<file path="src/rtl/if_fetch_pkg.sv">
// if_fetch_pkg
//   Shared pipeline definitions used by the fetch stage and its neighbours:
//   staller control codes and the all-zero word used for empty stage outputs.
package if_fetch_pkg;

  // Staller codes carried on stl_i.
  localparam logic [1:0] STL_NORMAL = 2'b00;
  localparam logic [1:0] STL_STALL  = 2'b01;
  localparam logic [1:0] STL_BUBBLE = 2'b10;

  localparam logic [31:0] ZERO_WORD = 32'h0000_0000;

endpackage

</file>
<file path="src/rtl/if_fetch.sv">
// if_fetch
//   Instruction fetch stage. Assembles a 32-bit little-endian instruction from
//   four single-byte reads on a byte-wide memory port, presents it to IF/ID
//   together with its PC, and handles redirects from EX, including waiting out
//   a read that was already in flight when the redirect arrived.
//
// Ports
//   clk, rst        clock, asynchronous active-high reset
//   stl_i           staller code (NORMAL / STALL / BUBBLE)
//   br_i, br_addr_i redirect pulse and target (low two bits ignored)
//   mem_req_o       byte-read request, mem_addr_o its byte address
//   mem_done_i      read complete, byte valid on mem_data_i
//   inst_o, pc_o    fetched instruction and its PC (zero while not ready)
//   stallreq_o      freeze request while no instruction is ready
module if_fetch
  import if_fetch_pkg::*;
#(
  parameter logic [31:0] RESET_PC = 32'h0000_0000
) (
  input  logic        clk,
  input  logic        rst,
  input  logic [1:0]  stl_i,
  input  logic        br_i,
  input  logic [31:0] br_addr_i,
  output logic        mem_req_o,
  output logic [31:0] mem_addr_o,
  input  logic        mem_done_i,
  input  logic [7:0]  mem_data_i,
  output logic [31:0] inst_o,
  output logic [31:0] pc_o,
  output logic        stallreq_o
);

  // state   | meaning
  // S_FETCH | reading the four bytes of the word at pc
  // S_READY | assembled word held on inst_o / pc_o
  // S_DRAIN | redirect taken mid-read; waiting for the abandoned byte
  typedef enum logic [1:0] {
    S_FETCH = 2'd0,
    S_READY = 2'd1,
    S_DRAIN = 2'd2
  } state_t;

  state_t      state_q, state_d;
  logic [31:0] pc_q, pc_d;
  logic [1:0]  cnt_q, cnt_d;
  logic [31:0] buf_q, buf_d;
  logic [31:0] drain_addr_q, drain_addr_d;
  logic        gap_q;

  logic [31:0] fetch_addr;
  logic [31:0] br_tgt;
  logic        unused_br_lsb;

  assign fetch_addr    = pc_q + {30'd0, cnt_q};
  assign br_tgt        = {br_addr_i[31:2], 2'b00};
  assign unused_br_lsb = ^br_addr_i[1:0];

  always_ff @(posedge clk or posedge rst) begin
    if (rst) begin
      state_q      <= S_FETCH;
      pc_q         <= {RESET_PC[31:2], 2'b00};
      cnt_q        <= 2'd0;
      buf_q        <= ZERO_WORD;
      drain_addr_q <= ZERO_WORD;
      gap_q        <= 1'b0;
    end else begin
      state_q      <= state_d;
      pc_q         <= pc_d;
      cnt_q        <= cnt_d;
      buf_q        <= buf_d;
      drain_addr_q <= drain_addr_d;
      // Request is withheld for the cycle after every done so the
      // controller never sees a request re-issued in its done cycle.
      gap_q        <= mem_done_i;
    end
  end

  always_comb begin
    state_d      = state_q;
    pc_d         = pc_q;
    cnt_d        = cnt_q;
    buf_d        = buf_q;
    drain_addr_d = drain_addr_q;

    case (state_q)
      S_FETCH: begin
        if (br_i) begin
          pc_d  = br_tgt;
          cnt_d = 2'd0;
          // Only a request actually on the bus needs draining; during the
          // post-done gap nothing is outstanding.
          if (!mem_done_i && !gap_q) begin
            state_d      = S_DRAIN;
            drain_addr_d = fetch_addr;
          end
        end else if (mem_done_i) begin
          buf_d[{cnt_q, 3'b000} +: 8] = mem_data_i;
          cnt_d = cnt_q + 2'd1;
          if (cnt_q == 2'd3) begin
            state_d = S_READY;
          end
        end
      end
      S_READY: begin
        if (br_i) begin
          pc_d    = br_tgt;
          cnt_d   = 2'd0;
          state_d = S_FETCH;
        end else if (stl_i == STL_NORMAL) begin
          pc_d    = pc_q + 32'd4;
          state_d = S_FETCH;
        end
      end
      S_DRAIN: begin
        if (br_i) begin
          pc_d = br_tgt;
        end
        if (mem_done_i) begin
          cnt_d   = 2'd0;
          state_d = S_FETCH;
        end
      end
      default: begin
        state_d = S_FETCH;
        cnt_d   = 2'd0;
      end
    endcase
  end

  // Gating with rst keeps the request low while reset is held; it rises
  // as soon as reset is released.
  assign mem_req_o  = !rst && (state_q != S_READY) && !gap_q;
  assign mem_addr_o = (state_q == S_DRAIN) ? drain_addr_q : fetch_addr;
  assign stallreq_o = (state_q != S_READY);
  assign inst_o     = (state_q == S_READY) ? buf_q : ZERO_WORD;
  assign pc_o       = (state_q == S_READY) ? pc_q : ZERO_WORD;

endmodule

</file>
<file path="config.mk">
export PLATFORM = sky130hd
export DESIGN_NAME = if_fetch
export DESIGN_NICKNAME = d
export VERILOG_FILES = /design/src/rtl/if_fetch_pkg.sv /design/src/rtl/if_fetch.sv
export SDC_FILE = /design/constraint.sdc
export NUM_CORES = 1
export LEC_CHECK = 0
export ABC_AREA = 1
export BUFFER_PORTS_ARGS = -buffer_cell sky130_fd_sc_hd__buf_2
export CAP_MARGIN = 20
export CELL_PAD_IN_SITES_DETAIL_PLACEMENT = 0
export CELL_PAD_IN_SITES_GLOBAL_PLACEMENT = 1
export CORE_MARGIN = 3
export CORE_UTILIZATION = 40
export CTS_CLUSTER_SIZE = 14
export DETAILED_ROUTE_END_ITERATION = 10
export PLACE_DENSITY = 0.8
export SLEW_MARGIN = 20
export SYNTH_ARGS = -nofsm -noshare
export SYNTH_HDL_FRONTEND = slang
export SYNTH_SLANG_ARGS = --single-unit
</file>
<file path="constraint.sdc">
create_clock -name clk -period 4.44 [get_ports clk]
set_input_delay 0.222 -clock clk [delete_from_list [all_inputs] [get_ports clk]]
set_output_delay 0.222 -clock clk [all_outputs]
set_load 0.005 [all_outputs]
</file>
# Word level (Yosys, flattened, before mapping)
# Cells that the tools add are included.
[classes]
addsub = 4
eq_ne = 11
n_shift = 2
n_mux = 20
bitwise = 1
reduce_logical = 15
[ops]
columns = ["op", "count"]
rows = [
  ["32-bit two-way mux", 6],
  ["32-bit one-hot mux with 2 select lines", 1],
  ["32-bit by 2-bit adder with 32-bit output", 1],
  ["32-bit by 3-bit adder with 32-bit output (second input constant)", 1],
  ["32-bit bitwise mux", 1],
  ["8-bit by 7-bit variable shift with 32-bit output (first input constant)", 1],
  ["8-bit by 7-bit indexed part select with 32-bit output", 1],
  ["2-bit two-way mux", 10],
  ["3-bit != test (second input constant)", 4],
  ["2-bit one-hot mux with 3 select lines", 2],
  ["3-bit AND reduction", 4],
  ["5-bit negation with 7-bit output", 1],
  ["5-bit AND reduction", 1],
  ["2-bit == test (second input constant)", 2],
  ["2-bit logical NOT", 2],
  ["2-bit by 1-bit != test with 1-bit output (second input constant)", 2],
  ["2-bit != test (second input constant)", 2],
  ["1-bit logical AND", 3],
  ["1-bit logical NOT", 3],
  ["2-bit by 1-bit adder with 2-bit output (second input constant)", 1],
  ["2-bit by 1-bit == test with 1-bit output (second input constant)", 1],
  ["2-bit nonzero test", 1],
  ["2-bit OR reduction", 1],
  ["1-bit NOT", 1],
]
[totals]
ff_bits = 101
in_bits = 46
out_inout_bits = 98
word_cells = 59

# Logic depth before layout (Yosys ltp)
# Gate-level depths: netlist of the first run.
[logic_depth]
word_depth = 5
ltp_mapped = 10

# Worst setup path after synthesis of the first run
# OpenSTA, ideal clock, no wires.
[synth_path]
path_kind = "input to output"
start = "input port rst"
end = "output port mem_req_o"
arrival_time_ps = 2584
required_time_ps = 4218
path_slack_ps = 1634
path_stages = 3
path_buffers = 0
path_cell_list = "inv_1 > nand2_1 > nor2_1"
[synth_between]
elab_chain_cells = 3
[synth_rtl]
columns = ["item", "line", "text"]
rows = [
  ["from (decl)", "if_fetch.sv:21", "input logic rst,"],
  ["1-bit logical NOT", "if_fetch.sv:133", "assign mem_req_o = !rst && (state_q != S_READY) && !gap_q;"],
  ["1-bit logical AND (2 in a row)", "if_fetch.sv:133", ""],
  ["to (decl)", "if_fetch.sv:25", "output logic mem_req_o,"],
]
# No other way between the ends.

# Worst setup path in the final report of the first run
[layout_path]
start = "register state_q[0]"
end = "register pc_q[12]"
[layout_between]
elab_chain_cells = 4
[layout_rtl]
columns = ["item", "line", "text"]
rows = [
  ["from (decl)", "if_fetch.sv:44", "state_t state_q, state_d;"],
  ["from (signal assigned)", "if_fetch.sv:68", "state_q <= state_d;"],
  ["2-bit == test / 2-bit logical NOT (equally long branches)", "if_fetch.sv:86", "case (state_q)"],
  ["2-bit OR reduction (no source line)", "n/a", ""],
  ["2-bit by 1-bit != test with 1-bit output (no source line) / 2-bit nonzero test (equally long branches)", "n/a", ""],
  ["3-bit AND reduction (no source line)", "n/a", ""],
  ["to (signal assigned)", "if_fetch.sv:62", "pc_q <= {RESET_PC[31:2], 2'b00};"],
  ["to (signal assigned)", "if_fetch.sv:69", "pc_q <= pc_d;"],
  ["to (decl)", "if_fetch.sv:45", "logic [31:0] pc_q, pc_d;"],
]
# Parallel ways exist; a longest one is shown, timed or not.
# A chain may end at the register's enable or synchronous reset.

==> results of run 1 <==
[cells by family (layout without fill, tap and decap cells)]
kind of cell               Yosys count  in the layout
other                                1              3
buffers and inverters              133            254
xor gates and xnor gates             3              3
DFF                                 99             99
AOI/OAI and AO/OA                  141            141
adders and majority gates            7              7
and+or+nand+nor                    452            452
[final cells by class]
class                      count  area [um2]  area share [%]
inverter                      94         360            5.09
clock buffer                  15         268            3.78
clock inverter                 1        7.51           0.106
tap                          184         230            3.25
timing repair buffer         144         746            10.5
multi-input combinational    605        2990            42.2
antenna                        1        2.50          0.0354
sequential                    99        2480            35.0
[power by group]
part | internal [W] | leakage, nW | switching, W
combinational | 0.000187 | 2.26 | 0.000341
sequential | 0.00108 | 1.22 | 0.0000946
clock | 0.000412 | 0.130 | 0.000337
total | 0.00168 | 3.61 | 0.000773
[registers in the layout, summed over array words and instances (netlist names)]
name          cells
state_q           2
pc_q             30
gap_q             1
cnt_q             2
drain_addr_q     32
buf_q            32
[cells in the mapped netlist (2+ instances only)]
master | instances | area share [%]
o21ai_2 | 8 | 1.2
and2_1 | 2 | 0.21
inv_1 | 88 | 5.4
nor2_1 | 136 | 8.4
nand2_1 | 211 | 13
nand4_1 | 4 | 0.41
o22ai_2 | 2 | 0.41
inv_2 | 3 | 0.19
xor2_1 | 3 | 0.43
o21ai_1 | 15 | 1.2
a21oi_1 | 9 | 0.74
o22ai_1 | 3 | 0.31
nor2_4 | 8 | 1.5
nand2_2 | 5 | 0.52
nand3_2 | 3 | 0.49
dfrtp_1 | 99 | 41
clkbuf_1 | 9 | 0.56
nor2_8 | 7 | 2.3
buf_8 | 4 | 0.99
nand2_4 | 2 | 0.37
buf_4 | 7 | 0.87
buf_1 | 2 | 0.12
nor2_2 | 4 | 0.41
o21ai_0 | 98 | 8.1
nand2_8 | 2 | 0.66
buf_2 | 14 | 1.2
buf_6 | 2 | 0.37
inv_4 | 2 | 0.21
ha_1 | 7 | 1.4
nand3_1 | 65 | 5.4
[worst max path at each step]
stage / startpoint / end / slack [ns] / depth (start not counted)
6_report: state_q[0] / pc_q[12] / 2.12 / 10
5_1_grt: state_q[0] / pc_q[16] / 1.87 / 10
4_1_cts: state_q[0] / pc_q[15] / 2.09 / 10
3_5_place_dp: state_q[0] / pc_q[15] / 2.10 / 10
3_3_place_gp: state_q[0] / pc_q[16] / 2.10 / 10
2_1_floorplan: rst / buf_q[0] / 1.61 / 1
[worst register-to-register path, stage by stage, from the launching register on]
cell      delay [ns]
dfrtp_1         0.46
inv_4           0.08
nor2_4          0.07
buf_4           0.50
o211ai_2        0.23
nand2_4         0.36
inv_4           0.21
o21ai_0         0.14
nand2_1         0.07
nand2_1         0.06
inv_1           0.03
[through the flow]
stage | hold WS [ns] | utilization (%) | setup slack, ns | instance area [um2]
2_1_floorplan | 0.253 | - | 1.61 | 6070
3_3_place_gp | 0.381 | 46.1 | 2.10 | 6780
3_5_place_dp | 0.379 | 46.3 | 2.10 | 6800
4_1_cts | 0.00199 | 48.1 | 2.09 | 7070
5_1_grt | 0.0148 | 48.1 | 1.87 | 7080
6_report | -0.0395 | 48.1 | 2.12 | 7080
[routing by layer]
metal	vias to the layer above	share of wire [%]	routed length, um
met5	-	0.087	14
met4	4	1.3	204
met3	18	6.2	1000
met2	152	45	7220
met1	2510	47	7640
li1	2871	-	-
==> metrics.log, run 1 <==
INFO  metric cp_top_family = buffers and inverters
INFO  metric clockRootBuffer = clkbuf_16
INFO  metric htree_levels = 3
INFO  metric ys_types = 42
INFO  metric grtUsageMet2 = 31.7%
INFO  metric category_of_the_worst_setup_path_capture_point = flop
INFO  metric route.vias.total = around 5600
INFO  metric synth-edff-count = 0
INFO  metric reg_clk_slew_reported_paths = about 0.07 ns
INFO  metric timing.critical_path.from_type = flop
INFO  metric rr_worst_depth = 10
INFO  metric drive_above_1_share = 21.9%
INFO  metric maxCapViolCount = 0
INFO  metric max_slew.worst_pin.slew = 0.690 ns
INFO  metric pin_count = 144
INFO  metric detailedRoute.firstIterationViolations = between 200 and 300
INFO  metric commonest_non_fill_non_tap_cell_in_the_layout = nand2_1
INFO  metric grt_pass1_wl = about 26000 um
INFO  metric timing.final.setup_violations = 0
INFO  metric ys_ff_latch = approximately 100
INFO  metric routed_wirelength = approximately 16000 um
INFO  metric synth-async-reset-ratio = 100%
INFO  metric finalNetCount = 1006
INFO  metric critPathArrivalTime = between 2 and 3 ns
INFO  metric synth.mux.area_fraction = 0%
INFO  metric rsz0062_at_grt = no
INFO  metric maximum_count_of_clock_buffers_along_a_single_path = 2
INFO  metric critical_path.max_stage_delay = ~0.5 ns
INFO  metric via_count_of_the_first_global_routing_pass = 5147
INFO  metric worst_r2r_endpoint = pc_q[12]
INFO  metric failing_checks = hold timing
INFO  metric path_class = flop to flop
INFO  metric floorplan.initialDensity = approximately two fifths
INFO  metric fin_crit_sh = between 50% and 60%
INFO  metric synth_simple_gate_area_share = 34.2%
INFO  metric synth_sequential_area_ratio = 40.8%
INFO  metric mean_routed_wirelength_per_cell = about 14 um
INFO  metric groute.usage.overall = 19.6%
INFO  metric fill_cells = ~1600
INFO  metric post-dp-hpwl = between 10000 and 15000 um
INFO  metric leakage_power = about 3.6 nW
INFO  metric vias_per_cell = roughly 5
INFO  metric cts_hold_repair.buffers = 0
INFO  metric global_placer_s_final_weighted_congestion = between 0.8 and 0.9
INFO  metric run_status = finished, violations left
INFO  metric mostFrequentLayoutCells = 210 x nand2_1, 139 x buf_2, 135 x nor2_1, 99 x dfrtp_1, 98 x o21ai_0
INFO  metric area_growth = 16.6%
INFO  metric die_area = 16700 um2
INFO  metric post_cts_resize_count = 0
INFO  metric worst_skew_pair.late_latency = approximately 0.35 ns
INFO  metric cellPowerDensity = roughly 350 nW/um2
INFO  metric crit-reg2reg-launch = state_q[0]
INFO  metric synth_flop_cell = dfrtp_1
INFO  metric numCtsBuffers = 9
INFO  metric clock_skew = roughly 0.0058 ns
INFO  metric groute.layer.met3.usage = a little under 4%
INFO  metric remaining_drc_errors = 0
INFO  metric post-place-cells = between 1000 and 1500
INFO  metric area_fraction_in_compound_gates_after_synthesis = 12.8%
INFO  metric hold_viol = 29
INFO  metric pin_count_of_the_biggest_net_entering_global_routing = 66
INFO  metric worst-path-max-fanout = 58
INFO  metric die_span_y = ~130 um
INFO  metric final_cells = roughly 1100
INFO  metric grt_antenna_before_repair = 3
INFO  metric timing.max_slew.rel_slack = 54.0%
INFO  metric cts_tree = done
INFO  metric tns = 0 ns
INFO  metric critical_path.cell_chain = inv_4 > nor2_4 > buf_4 > o211ai_2 > nand2_4 > inv_4 > o21ai_0 > nand2_1 > nand2_1 > inv_1
INFO  metric yosys_warnings = 0
INFO  metric syn_area = slightly above 6000 um2
INFO  metric critical_path.n_buffers_inverters = 4
INFO  metric cts_post_setup_buffers_inserted = 0
INFO  metric total_power = between 0.002 and 0.0025 W
INFO  metric synth_adder_area_share = ~1.4%
INFO  metric post_syn_instances = around 840
INFO  metric drv_slew = 0
INFO  metric grt_busiest_layer = met2
INFO  metric postRouteAntennaNets = 0
INFO  metric drt_pre_antenna_iters = 5
INFO  metric critPathRequiredTime = 4.68 ns
INFO  metric max_clock_freq = 432 MHz
INFO  metric worst_hold_slack = -0.0395 ns
INFO  metric fp-row-count = between 40 and 50
INFO  metric slowest_stage = buf_4
INFO  metric yosys.area_share.xor_xnor = 0.433%
INFO  metric floorplan.core_area = 14700 um2
INFO  metric flop_to_flop_setup_slack = roughly 2.1 ns
INFO  metric postSynthAreaPerCell = 7.26 um2
INFO  metric largest_family_of_logic_cells_by_synthesized_area = simple AND/OR/NAND/NOR gates
INFO  metric grtUsageMet1 = a little over a quarter
INFO  metric globalRoute.totalOverflow = 0
INFO  metric cts_num_sinks = slightly below 100
INFO  metric die_width = approximately 130 um
INFO  metric min_path_type = input port to async pin
INFO  metric port_buffers = about 140
INFO  metric period_needed = approximately 2.3 ns
INFO  metric irDropWorstVdd = between 0.15 and 0.2 mV
Note: power is estimated with default switching activity, not from simulation.
==> inputs of run 2 (changes only) <==
- CORE_UTILIZATION: 40 -> 39
- PLACE_DENSITY: 0.8 -> 0.78
- clock period: 4.44 -> 2.4 ns (I/O delays scaled with it)
==> metrics.log, run 2 (synthesis gave the netlist of run 1 again) <==
INFO  metric sw_frac_of_total = just over 30%
INFO  metric cts_post_setup_buffers_inserted = 0
INFO  metric comb_power_share = around a fifth
INFO  metric vias_per_cell = 4.89
INFO  metric clock_power_share = 31.7%
INFO  metric timing.max_slew.rel_slack = approximately 55%
INFO  metric timing.hold.worst.start = mem_data_i[4]
INFO  metric power.share.sequential = between 40% and 50%
INFO  metric maxCapViolCount = 0
INFO  metric groute.usage.overall = 19.3%
INFO  metric post-place-cells = about 1100
INFO  metric area.sequential = around 2500 um2
INFO  metric mean_routed_wirelength_per_cell = roughly 14 um
INFO  metric drt-met1-wl = 7640 um
INFO  metric drv_slew = 0
INFO  metric placedInstanceArea = between 6000 and 7000 um2
INFO  metric category_of_the_worst_setup_path_capture_point = primary output
INFO  metric pin_count = roughly 140
INFO  metric fill_cells = 1578
INFO  metric reg_clk_slew_reported_paths = 0.07 ns
INFO  metric route.vias.total = ~5600
INFO  metric final_cells = around 1100
INFO  metric commonest_non_fill_non_tap_cell_in_the_layout = nand2_1
INFO  metric timing.final.ws_setup = ~0.5 ns
INFO  metric numCtsBuffers = 9
INFO  metric grt_pass1_wl = around 26000 um
INFO  metric fin_crit_sh = 79.1%
INFO  metric postRouteAntennaNets = 0
INFO  metric port_buffers = between 100 and 150
INFO  metric timing.critical_path.from_type = flop
INFO  metric rsz0062_at_grt = no
INFO  metric floorplan.initialDensity = 40.8%
INFO  metric hold_viol = 0
INFO  metric worstSetupStartpoint = state_q[0]
INFO  metric irDropWorstVdd = 0.357 mV
INFO  metric multi_input_area = 2990 um2
INFO  metric die_width = ~130 um
INFO  metric power.internal = approximately 0.0032 W
INFO  metric mostFrequentLayoutCells = 210 x nand2_1, 139 x buf_2, 135 x nor2_1, 99 x dfrtp_1, 98 x o21ai_0
INFO  metric floorplan.core_area = ~15000 um2
INFO  metric finalNetCount = roughly 1000
INFO  metric max_slew.worst_pin.slew = approximately 0.68 ns
INFO  metric remaining_drc_errors = 0
INFO  metric worst_skew_pair.late_latency = ~0.35 ns
INFO  metric critPathRequiredTime = about 2.3 ns
INFO  metric met2_wirelength = approximately 7400 um
INFO  metric cts_tree = done
INFO  metric area_growth = 17.9%
INFO  metric cts_num_sinks = 99
INFO  metric p_sw = around 0.0014 W
INFO  metric tns = 0 ns
INFO  metric clock_skew = slightly above 0.009 ns
INFO  metric worst-path-max-fanout = 65
INFO  metric run_status = complete, no violations
INFO  metric drt_pre_antenna_iters = 5
INFO  metric max_clock_freq = about 530 MHz
INFO  metric leakage_power = roughly 3.6 nW
INFO  metric fp-row-count = 44
INFO  metric timing.final.setup_violations = 0
INFO  metric grt_antenna_before_repair = 3
INFO  metric topRoutingLayerUsed = met5
INFO  metric global_placer_s_final_weighted_congestion = 0.893
INFO  metric maximum_count_of_clock_buffers_along_a_single_path = 2
INFO  metric min_path_type = input port to flop
INFO  metric critPathArrivalTime = ~1.8 ns
INFO  metric path_class = flop to primary output
INFO  metric met3RoutedLength = between 800 and 900 um
INFO  metric cellPowerDensity = approximately 650 nW/um2
INFO  metric pin_count_of_the_biggest_net_entering_global_routing = 100
INFO  metric die_area = 17100 um2
INFO  metric clockRootBuffer = clkbuf_16
INFO  metric drive_above_1_share = roughly 22%
INFO  metric globalRoute.totalOverflow = 0
INFO  metric period_needed = about 1.9 ns
INFO  metric largest_registers = buf_q: 32 flops, drain_addr_q: 32 flops, pc_q: 30 flops
INFO  metric crit-reg2reg-launch = state_q[0]
INFO  metric flop_to_flop_setup_slack = 0.62 ns
INFO  metric detailedRoute.firstIterationViolations = 213
INFO  metric via_count_of_the_first_global_routing_pass = 5121
INFO  metric htree_levels = 3
INFO  metric die_span_y = ~130 um
INFO  metric finalInstanceArea = around 7200 um2
INFO  metric post-place-ws = slightly above 0.6 ns
INFO  metric post-dp-hpwl = between 10000 and 15000 um
INFO  metric routed_wirelength = 16100 um
[run 2: cell count changes in the layout (fill, tap and decap cells not counted)]
| cell | delta |
|---|---|
| clkinvlp_4 | +1 |
| buf_12 | +1 |
| clkbuf_1 | -3 |
| inv_4 | -1 |
| bufinv_16 | +1 |
| clkbuf_8 | -1 |
| buf_4 | +2 |
| clkinv_2 | +3 |
| dlygate4sd3_1 | +2 |
[run 2: metrics by stage]
step,hold WS (ns),utilization [%],total power [W]
floorplan,0.151,-,0.00287
global placement,0.342,46.0,0.00318
detailed placement,0.343,46.0,0.00321
CTS,0.0356,48.1,0.00469
global route,0.0508,48.1,0.00492
finish,0.0440,48.1,0.00463
[run 2: area by class of cell]
| cell class | instances | area share [%] |
|---|---|---|
| Multi-Input combinational cell | 605 | 41.7 |
| Sequential cell | 99 | 34.6 |
| Timing Repair Buffer | 149 | 11.2 |
| Inverter | 94 | 5.06 |
| Clock buffer | 11 | 3.39 |
| Tap cell | 184 | 3.22 |
| Clock inverter | 5 | 0.735 |
| Antenna cell | 1 | 0.0350 |
[run 2: power groups by stage]
| stage | registers, W | clock network [W] | logic, W |
|---|---|---|---|
| final | 0.00217 | 0.00146 | 0.000991 |
| after global routing | 0.00222 | 0.00156 | 0.00114 |
| after CTS | 0.00217 | 0.00150 | 0.00101 |
| after floorplan | 0.00216 | 0 | 0.000717 |
| after detailed placement | 0.00220 | 0 | 0.00100 |
| after global placement | 0.00219 | 0 | 0.000992 |
[run 2: critical path: stages, from the launching register on]
cell,delay [ns]
dfrtp_1,0.45
nand2_2,0.10
buf_4,0.55
nor2_1,0.14
buf_2,0.17
[run 2: worst paths after layout]
| kind | endpoint | cells past startpoint |
|---|---|---|
| setup / recovery | inst_o[9] | 4 |
| hold / removal | buf_q[20] | 3 |
| setup reg to reg | pc_q[12] | 9 |
| hold reg to reg | drain_addr_q[8] | 2 |
| max in group asynchronous | pc_q[24] | 4 |
| min in group asynchronous | state_q[1] | 4 |
[run 2: metal layers]
metal,GRT usage (%),up-vias
met2,30.7,131
met1,27.1,2581
met3,3.46,20
met5,0,-
met4,5.02,4
li1,-,2880
[run 2: what timing repair did]
action	CTS	global route
endpoints found under the hold margin	100	0
gates resized for setup	0	0
hold buffers	2	0
